$ cat config.mk
export PLATFORM = sky130hd
export DESIGN_NAME = uart_mmio
export DESIGN_NICKNAME = d
export VERILOG_FILES = /design/src/rtl/uart_mmio.sv
export SDC_FILE = /design/constraint.sdc
export NUM_CORES = 1
export LEC_CHECK = 0
export CAP_MARGIN = 20
export CORE_MARGIN = 2
export CORE_UTILIZATION = 40
export DETAILED_ROUTE_END_ITERATION = 6
export DONT_BUFFER_PORTS = 1
export GPL_TIMING_DRIVEN = 0
export PLACE_DENSITY = 0.52
export SLEW_MARGIN = 20
export SYNTH_ARGS = -nofsm -noshare
export SYNTH_HDL_FRONTEND = slang
export SYNTH_SLANG_ARGS = --single-unit
$ cat constraint.sdc
create_clock -name CLK -period 7.4 [get_ports CLK]
set_input_delay 1.48 -clock CLK [delete_from_list [all_inputs] [get_ports CLK]]
set_output_delay 1.48 -clock CLK [all_outputs]
set_load 0.005 [all_outputs]
$ cat src/rtl/uart_mmio.sv
// uart_mmio: memory-mapped 8N1 UART with 8-entry TX and RX byte FIFOs.
// DATA sits at offset 0x0 and STATUS at 0x4; a STATUS read clears the sticky error flags.
module uart_mmio #(
    parameter int CLK_FREQ = 12000000,
    parameter int BAUD     = 115200,
    parameter int FIFO_AW  = 3
) (
    input  logic        CLK,
    input  logic        reset,
    input  logic        en,
    input  logic        wr,
    input  logic [3:0]  addr,
    input  logic [7:0]  data_in,
    output logic [31:0] data_out,
    input  logic        RX,
    output logic        TX
);
    localparam int DIV   = CLK_FREQ / BAUD;
    localparam int CW    = $clog2(DIV + 1);
    localparam int DEPTH = 1 << FIFO_AW;
    localparam logic [CW-1:0]      CNT_BIT  = CW'(DIV - 1);
    localparam logic [CW-1:0]      CNT_HALF = CW'(DIV / 2 - 1);
    localparam logic [CW-1:0]      CNT_ONE  = CW'(1);
    localparam logic [FIFO_AW:0]   PTR_ONE  = (FIFO_AW + 1)'(1);

    typedef enum logic [1:0] {IDLE = 2'd0, START = 2'd1, DATA = 2'd2, STOP = 2'd3} line_state_t;

    logic [7:0]       tx_mem [DEPTH];
    logic [7:0]       rx_mem [DEPTH];
    logic [FIFO_AW:0] tx_wptr, tx_rptr, rx_wptr, rx_rptr;
    logic             tx_full, tx_empty, rx_full, rx_empty;
    logic             rd_en, stat_rd, tx_wr, tx_push, tx_pop, rx_push, rx_pop;
    logic             tx_ovf, rx_ovf, frame_err, rx_ovf_set, frame_set, tx_busy;
    line_state_t      tx_state, tx_next, rx_state, rx_next;
    logic [CW-1:0]    tx_cnt, rx_cnt;
    logic [2:0]       tx_idx, rx_idx;
    logic [7:0]       tx_sh, rx_sh;
    logic [1:0]       rx_sync;
    logic             rx_s, rx_prev, tx_tick, rx_tick;
    logic [31:0]      status, rdata;

    // Equal low bits distinguish full from empty by the wrap bit.
    assign tx_empty = (tx_wptr == tx_rptr);
    assign tx_full  = (tx_wptr[FIFO_AW] != tx_rptr[FIFO_AW]) &&
                      (tx_wptr[FIFO_AW-1:0] == tx_rptr[FIFO_AW-1:0]);
    assign rx_empty = (rx_wptr == rx_rptr);
    assign rx_full  = (rx_wptr[FIFO_AW] != rx_rptr[FIFO_AW]) &&
                      (rx_wptr[FIFO_AW-1:0] == rx_rptr[FIFO_AW-1:0]);

    assign rd_en   = en & ~wr;
    assign stat_rd = rd_en & (addr == 4'h4);
    assign tx_wr   = en & wr & (addr == 4'h0);
    assign tx_push = tx_wr & ~tx_full;
    assign rx_pop  = rd_en & (addr == 4'h0) & ~rx_empty;
    assign rx_s    = rx_sync[1];
    assign tx_tick = (tx_cnt == '0);
    assign rx_tick = (rx_cnt == '0);
    assign tx_busy = (tx_state != IDLE) | ~tx_empty;
    assign status  = {25'd0, tx_busy, tx_ovf, frame_err, rx_ovf, ~rx_empty, tx_empty, tx_full};

    // Read data mux for the registered bus port.
    always_comb begin
        rdata = 32'd0;
        case (addr)
            4'h0: begin
                if (!rx_empty) rdata = {24'd0, rx_mem[rx_rptr[FIFO_AW-1:0]]};
                else           rdata = 32'd0;
            end
            4'h4:    rdata = status;
            default: rdata = 32'd0;
        endcase
    end

    // Bus read register, sticky flags and FIFO pointers.
    always_ff @(posedge CLK or negedge reset) begin
        if (!reset) begin
            data_out  <= 32'd0;
            tx_ovf    <= 1'b0;
            rx_ovf    <= 1'b0;
            frame_err <= 1'b0;
            tx_wptr   <= '0;
            tx_rptr   <= '0;
            rx_wptr   <= '0;
            rx_rptr   <= '0;
        end else begin
            if (rd_en) data_out <= rdata;
            tx_ovf    <= (tx_wr & tx_full) | (tx_ovf & ~stat_rd);
            rx_ovf    <= rx_ovf_set | (rx_ovf & ~stat_rd);
            frame_err <= frame_set | (frame_err & ~stat_rd);
            if (tx_push) tx_wptr <= tx_wptr + PTR_ONE;
            if (tx_pop)  tx_rptr <= tx_rptr + PTR_ONE;
            if (rx_push) rx_wptr <= rx_wptr + PTR_ONE;
            if (rx_pop)  rx_rptr <= rx_rptr + PTR_ONE;
        end
    end

    // FIFO storage needs no reset; pointers define validity.
    always_ff @(posedge CLK) begin
        if (tx_push) tx_mem[tx_wptr[FIFO_AW-1:0]] <= data_in;
        if (rx_push) rx_mem[rx_wptr[FIFO_AW-1:0]] <= rx_sh;
    end

    // TX next-state: leaving IDLE pops the head byte.
    always_comb begin
        tx_next = tx_state;
        tx_pop  = 1'b0;
        case (tx_state)
            IDLE: begin
                if (!tx_empty) begin
                    tx_pop  = 1'b1;
                    tx_next = START;
                end else begin
                    tx_next = IDLE;
                end
            end
            START:   tx_next = tx_tick ? DATA : START;
            DATA:    tx_next = (tx_tick && tx_idx == 3'd7) ? STOP : DATA;
            STOP:    tx_next = tx_tick ? IDLE : STOP;
            default: tx_next = IDLE;
        endcase
    end

    // TX state, bit timer, shifter and registered line driver.
    always_ff @(posedge CLK or negedge reset) begin
        if (!reset) begin
            tx_state <= IDLE;
            tx_cnt   <= CNT_BIT;
            tx_idx   <= 3'd0;
            tx_sh    <= 8'd0;
            TX       <= 1'b1;
        end else begin
            tx_state <= tx_next;
            if (tx_state == IDLE || tx_tick) tx_cnt <= CNT_BIT;
            else                             tx_cnt <= tx_cnt - CNT_ONE;
            if (tx_pop) begin
                tx_sh  <= tx_mem[tx_rptr[FIFO_AW-1:0]];
                tx_idx <= 3'd0;
            end else if (tx_state == DATA && tx_tick) begin
                tx_sh  <= {1'b0, tx_sh[7:1]};
                tx_idx <= tx_idx + 3'd1;
            end
            case (tx_state)
                START:   TX <= 1'b0;
                DATA:    TX <= tx_sh[0];
                default: TX <= 1'b1;
            endcase
        end
    end

    // RX next-state: samples the synchronised line once per bit at mid-bit.
    always_comb begin
        rx_next    = rx_state;
        rx_push    = 1'b0;
        rx_ovf_set = 1'b0;
        frame_set  = 1'b0;
        case (rx_state)
            IDLE:  rx_next = (rx_prev && !rx_s) ? START : IDLE;
            START: begin
                if (rx_tick) rx_next = rx_s ? IDLE : DATA;
                else         rx_next = START;
            end
            DATA:  rx_next = (rx_tick && rx_idx == 3'd7) ? STOP : DATA;
            STOP: begin
                if (rx_tick) begin
                    rx_next    = IDLE;
                    rx_push    = rx_s & ~rx_full;
                    rx_ovf_set = rx_s & rx_full;
                    frame_set  = ~rx_s;
                end else begin
                    rx_next = STOP;
                end
            end
            default: rx_next = IDLE;
        endcase
    end

    // RX synchroniser, state, half-bit/bit timer and shifter.
    always_ff @(posedge CLK or negedge reset) begin
        if (!reset) begin
            rx_sync  <= 2'b11;
            rx_prev  <= 1'b1;
            rx_state <= IDLE;
            rx_cnt   <= CNT_HALF;
            rx_idx   <= 3'd0;
            rx_sh    <= 8'd0;
        end else begin
            rx_sync  <= {rx_sync[0], RX};
            rx_prev  <= rx_s;
            rx_state <= rx_next;
            if (rx_state == IDLE) rx_cnt <= CNT_HALF;
            else if (rx_tick)     rx_cnt <= CNT_BIT;
            else                  rx_cnt <= rx_cnt - CNT_ONE;
            if (rx_state == START) begin
                rx_idx <= 3'd0;
            end else if (rx_state == DATA && rx_tick) begin
                rx_idx <= rx_idx + 3'd1;
                rx_sh  <= {rx_s, rx_sh[7:1]};
            end
        end
    end
endmodule

==> impl_metrics.env <==
export IMPL_clkSlewWorstSetupHoldPaths_ns=0.08
export IMPL_timing_critical_path_cells="nor3_1 > and4b_1 > nand2b_1 > buf_4 > nor4_2 > buf_4"
export IMPL_max_clock_path_buffers=2
export IMPL_power_density_nw_per_um2=294
export IMPL_timing_critical_path_fanout_max=9
export IMPL_grt_ovfl_total=0
export IMPL_slowest_stage="sky130_fd_sc_hd__nor4_2"
export IMPL_die_h_um=150
export IMPL_die_area_sq_um=22600
export IMPL_maxClockFrequency_ghz=0.326
export IMPL_grt_util_met3_pct=3.24
export IMPL_timing_setup_tns_ns=0
export IMPL_viasPerCell=5.06
export IMPL_r2r_slack_ns=4.81
export IMPL_n_fill_cell=1806
export IMPL_use_met2_pct=23.3
export IMPL_grtUsageTotal_pct=14.8
export IMPL_clock_latency_ns=0.43
export IMPL_pin_count_of_the_biggest_net_entering_global_routing=72
export IMPL_ff_latch_area_sq_um=5640
export IMPL_cp_slowest_stage_delay_ns=0.51
export IMPL_place_detailed_instances=843
export IMPL_timing_final_max_slew_violations=0
export IMPL_final_area_sq_um=9750
export IMPL_period_minus_slack_ns=3.06
export IMPL_gr_max_usage_layer="met2"
export IMPL_worstSetupPathType="in -> reg"
export IMPL_yosysSeqAreaShare_pct=65.9
export IMPL_critical_path_n_buffers_inverters=2
export IMPL_postSynthRegisterBits=199
export IMPL_fp_row_count=53
export IMPL_critical_path_top_delay_family="simple AND/OR/NAND/NOR gates"
export IMPL_wl_per_cell_um=17.8
export IMPL_finalCritPeriodShare_pct=41.4
export IMPL_area_growth_syn_to_layout_pct=14.0
export IMPL_htree_levels=4
export IMPL_drt_total_wl_um=15600
export IMPL_drtAntennaViolNets=0
export IMPL_post_synth_and_or_nand_nor_area_fraction_pct=8.27
export IMPL_grt_met1_usage_pct=21.0
export IMPL_multiInputGateArea_sq_um=2710
export IMPL_fin_total_pwr_mw=2.87
export IMPL_tritoncts_clock_tree="yes"
export IMPL_netlist_instances=536
export IMPL_critPathCaptureType="flip-flop"
export IMPL_ir_drop_uv=145
export IMPL_max_slew_margin_pct=34.8
export IMPL_synth_compound_area_share_pct=4.16
export IMPL_grt_first_pass_wirelength_um=24900
export IMPL_fin_worst_hold_slack_ns=0.361
export IMPL_main_combinational_cell_family_by_area_after_synthesis="multiplexers"
export IMPL_drc_errors=0
export IMPL_cell_variety_after_synth=55
export IMPL_grt_antenna_before_repair=0
export IMPL_hold_path_startpoint="rx_sync[0]$_DFF_PN1_"
export IMPL_synth_top_cells_by_count="128 x sky130_fd_sc_hd__edfxtp_1, 58 x sky130_fd_sc_hd__dfrtp_1, 32 x sky130_fd_sc_hd__mux4_2"
export IMPL_routabilityCongestion=0.719
export IMPL_ys_warnings=0
export IMPL_min_path_cells=0
export IMPL_timing_clock_skew_ns=0.0123
export IMPL_floorplan_initialDensity_pct=40.7
export IMPL_dr_pass1_iters=4
export IMPL_cap_viol_max_count=0
export IMPL_worstSetupStartpointType="input port"
export IMPL_setup_repair_after_global_routing_missed_its_margin="false"
export IMPL_worstReg2RegStart="rx_cnt[3]$_DFF_PN0_"
export IMPL_synthFlopType="sky130_fd_sc_hd__edfxtp_1"
export IMPL_cts_inserted_buffers=17
export IMPL_post_synth_mux_area_share_pct=12.3
export IMPL_synthXorXnorAreaFrac_pct=3.44
export IMPL_critical_path_most_common_cell="sky130_fd_sc_hd__buf_4"
export IMPL_dieWidth_um=150
export IMPL_outcome="finished, final reports clean"
export IMPL_worst_endpoint_arrival_ns=3.21
export IMPL_largest_area_contributor_in_the_synthesized_netlist="sky130_fd_sc_hd__edfxtp_1"
export IMPL_drive_above_1_share_pct=27.5
export IMPL_r2r_worst_path_cells=4
export IMPL_worstHoldPathType="reg -> reg"
export IMPL_yosysMostFrequentCell="sky130_fd_sc_hd__edfxtp_1"
export IMPL_synth_edf_count=128
export IMPL_clock_tree_root_cell="sky130_fd_sc_hd__clkbuf_16"
export IMPL_antenna_diode_count=0
export IMPL_setup_violations_final=0
export IMPL_min_delay_worst_endpoint="rx_sync[1]$_DFF_PN1_"
export IMPL_postCtsSetupRepairBufs=0
export IMPL_dp_final_hpwl_um=10900
export IMPL_synth_area_sq_um=8550
export IMPL_fin_cells=875
export IMPL_final_hold_violation_count=0
export IMPL_synth_area_top_cells="sky130_fd_sc_hd__edfxtp_1 45%, sky130_fd_sc_hd__dfrtp_1 17%, sky130_fd_sc_hd__mux4_2 8.4%"
export IMPL_synthDominantCellAreaShare_pct=45.0
export IMPL_rr_endpoint="rx_mem[3][2]$_DFFE_PP_"
export IMPL_drt_iter0_drc=256
export IMPL_critical_path_required_ns=7.55
export IMPL_first_global_vias=4519
export IMPL_ioPinCount=50
export IMPL_average_size_of_a_mapped_cell_sq_um=16.0
export IMPL_clock_sink_count=199
export IMPL_power_static_leakage_nw=3.73
export IMPL_post_dp_cell_area_sq_um=9110
export IMPL_finalNetCount=616
export IMPL_worstMarginPinSlew_ns=0.975
export IMPL_routed_via_count=4429
export IMPL_async_flop_share_pct=35.7
export IMPL_fp_coreArea_sq_um=21000
export IMPL_post_cts_hold_buffer_count=0
export IMPL_synth_fa_ha_area_share_pct=1.76
export IMPL_post_cts_resized_instances=0
export IMPL_portBuffers=0
## report_power, final
part           leakage [nW]  total (mW)  internal [mW]  switching (mW)
Clock                 0.305       0.946          0.471           0.475
Combinational          1.32       0.545          0.252           0.293
Sequential             2.10        1.38           1.29          0.0877
## flip-flops by register name, summed over array words and instances, names as in the netlist, 2 cells and up
signal	cells
data_out	8
rx_cnt	7
rx_idx	3
rx_mem	64
rx_rptr	4
rx_sh	8
rx_state	2
rx_sync	2
rx_wptr	4
tx_cnt	7
tx_idx	3
tx_mem	64
tx_rptr	4
tx_sh	8
tx_state	2
tx_wptr	4
## routing by layer
| layer | up-vias | part of all wire, % |
|---|---|---|
| met5 | - | 0 |
| met4 | 0 | 1.1 |
| met3 | 13 | 4.3 |
| met2 | 81 | 48 |
| met1 | 2243 | 47 |
| li1 | 2092 | - |
## cell usage in the layout (no fill, tap or decap), types with 4 or more instances in the layout
master                        n
sky130_fd_sc_hd__clkinv_8     7
sky130_fd_sc_hd__nor2b_1      6
sky130_fd_sc_hd__mux2_2      15
sky130_fd_sc_hd__clkbuf_16   17
sky130_fd_sc_hd__nor3_1       5
sky130_fd_sc_hd__buf_4       35
sky130_fd_sc_hd__dfrtp_1     58
sky130_fd_sc_hd__nor4_2       4
sky130_fd_sc_hd__inv_8        4
sky130_fd_sc_hd__clkbuf_1     6
sky130_fd_sc_hd__mux4_2      32
sky130_fd_sc_hd__xnor2_1     21
sky130_fd_sc_hd__buf_2        8
sky130_fd_sc_hd__mux2i_1     15
sky130_fd_sc_hd__nand3_1     11
sky130_fd_sc_hd__nand3b_1     4
sky130_fd_sc_hd__a211oi_1     4
sky130_fd_sc_hd__a221o_1      5
sky130_fd_sc_hd__nand2_1     29
sky130_fd_sc_hd__nor2_1      26
sky130_fd_sc_hd__a21oi_1     12
sky130_fd_sc_hd__ha_1        12
sky130_fd_sc_hd__inv_1       11
sky130_fd_sc_hd__nand2b_1     4
sky130_fd_sc_hd__dfstp_2     13
sky130_fd_sc_hd__o22ai_1      4
sky130_fd_sc_hd__nor3_2       5
sky130_fd_sc_hd__edfxtp_1   128
sky130_fd_sc_hd__and3_1       4
sky130_fd_sc_hd__xor2_1       7
sky130_fd_sc_hd__conb_1      24
sky130_fd_sc_hd__o21ai_0     11
## through the flow
stage | worst slack, ns | utilization, %
2_1_floorplan | 4.00 | -
3_3_place_gp | 3.00 | 42.7
3_5_place_dp | 3.88 | 43.3
4_1_cts | 4.25 | 46.4
5_1_grt | 4.21 | 46.4
6_report | 4.34 | 46.4
## logic make-up after synthesis
| logic type | after synthesis |
|---|---|
| flops | 199 |
| simple gates | 121 |
| mux | 63 |
| buf+inv | 59 |
| compound gates | 50 |
| xor+xnor | 31 |
| fa+ha+maj | 12 |
| other cells | 1 |
## cell type report
cell class	count	area share, %
flip-flops and latches	199	57.8
multi-input cells	301	27.8
clock buffers	17	4.36
well taps	275	3.53
plain buffers	48	3.18
clock inverters	15	2.17
repair buffers	9	0.732
inverters	11	0.424
## worst max path at each step
stage / startpoint / end / slack, ns / depth (start not counted)
6_report: addr[3] / tx_mem[3][1]$_DFFE_PP_ / 4.34 / 6
5_1_grt: addr[3] / tx_mem[1][1]$_DFFE_PP_ / 4.21 / 6
4_1_cts: addr[3] / tx_mem[3][1]$_DFFE_PP_ / 4.25 / 6
3_5_place_dp: addr[3] / tx_mem[3][4]$_DFFE_PP_ / 3.88 / 6
3_3_place_gp: addr[3] / tx_mem[2][4]$_DFFE_PP_ / 3.00 / 5
2_1_floorplan: addr[3] / tx_mem[1][0]$_DFFE_PP_ / 4.00 / 5
Note: power is estimated with default switching activity, not from simulation.
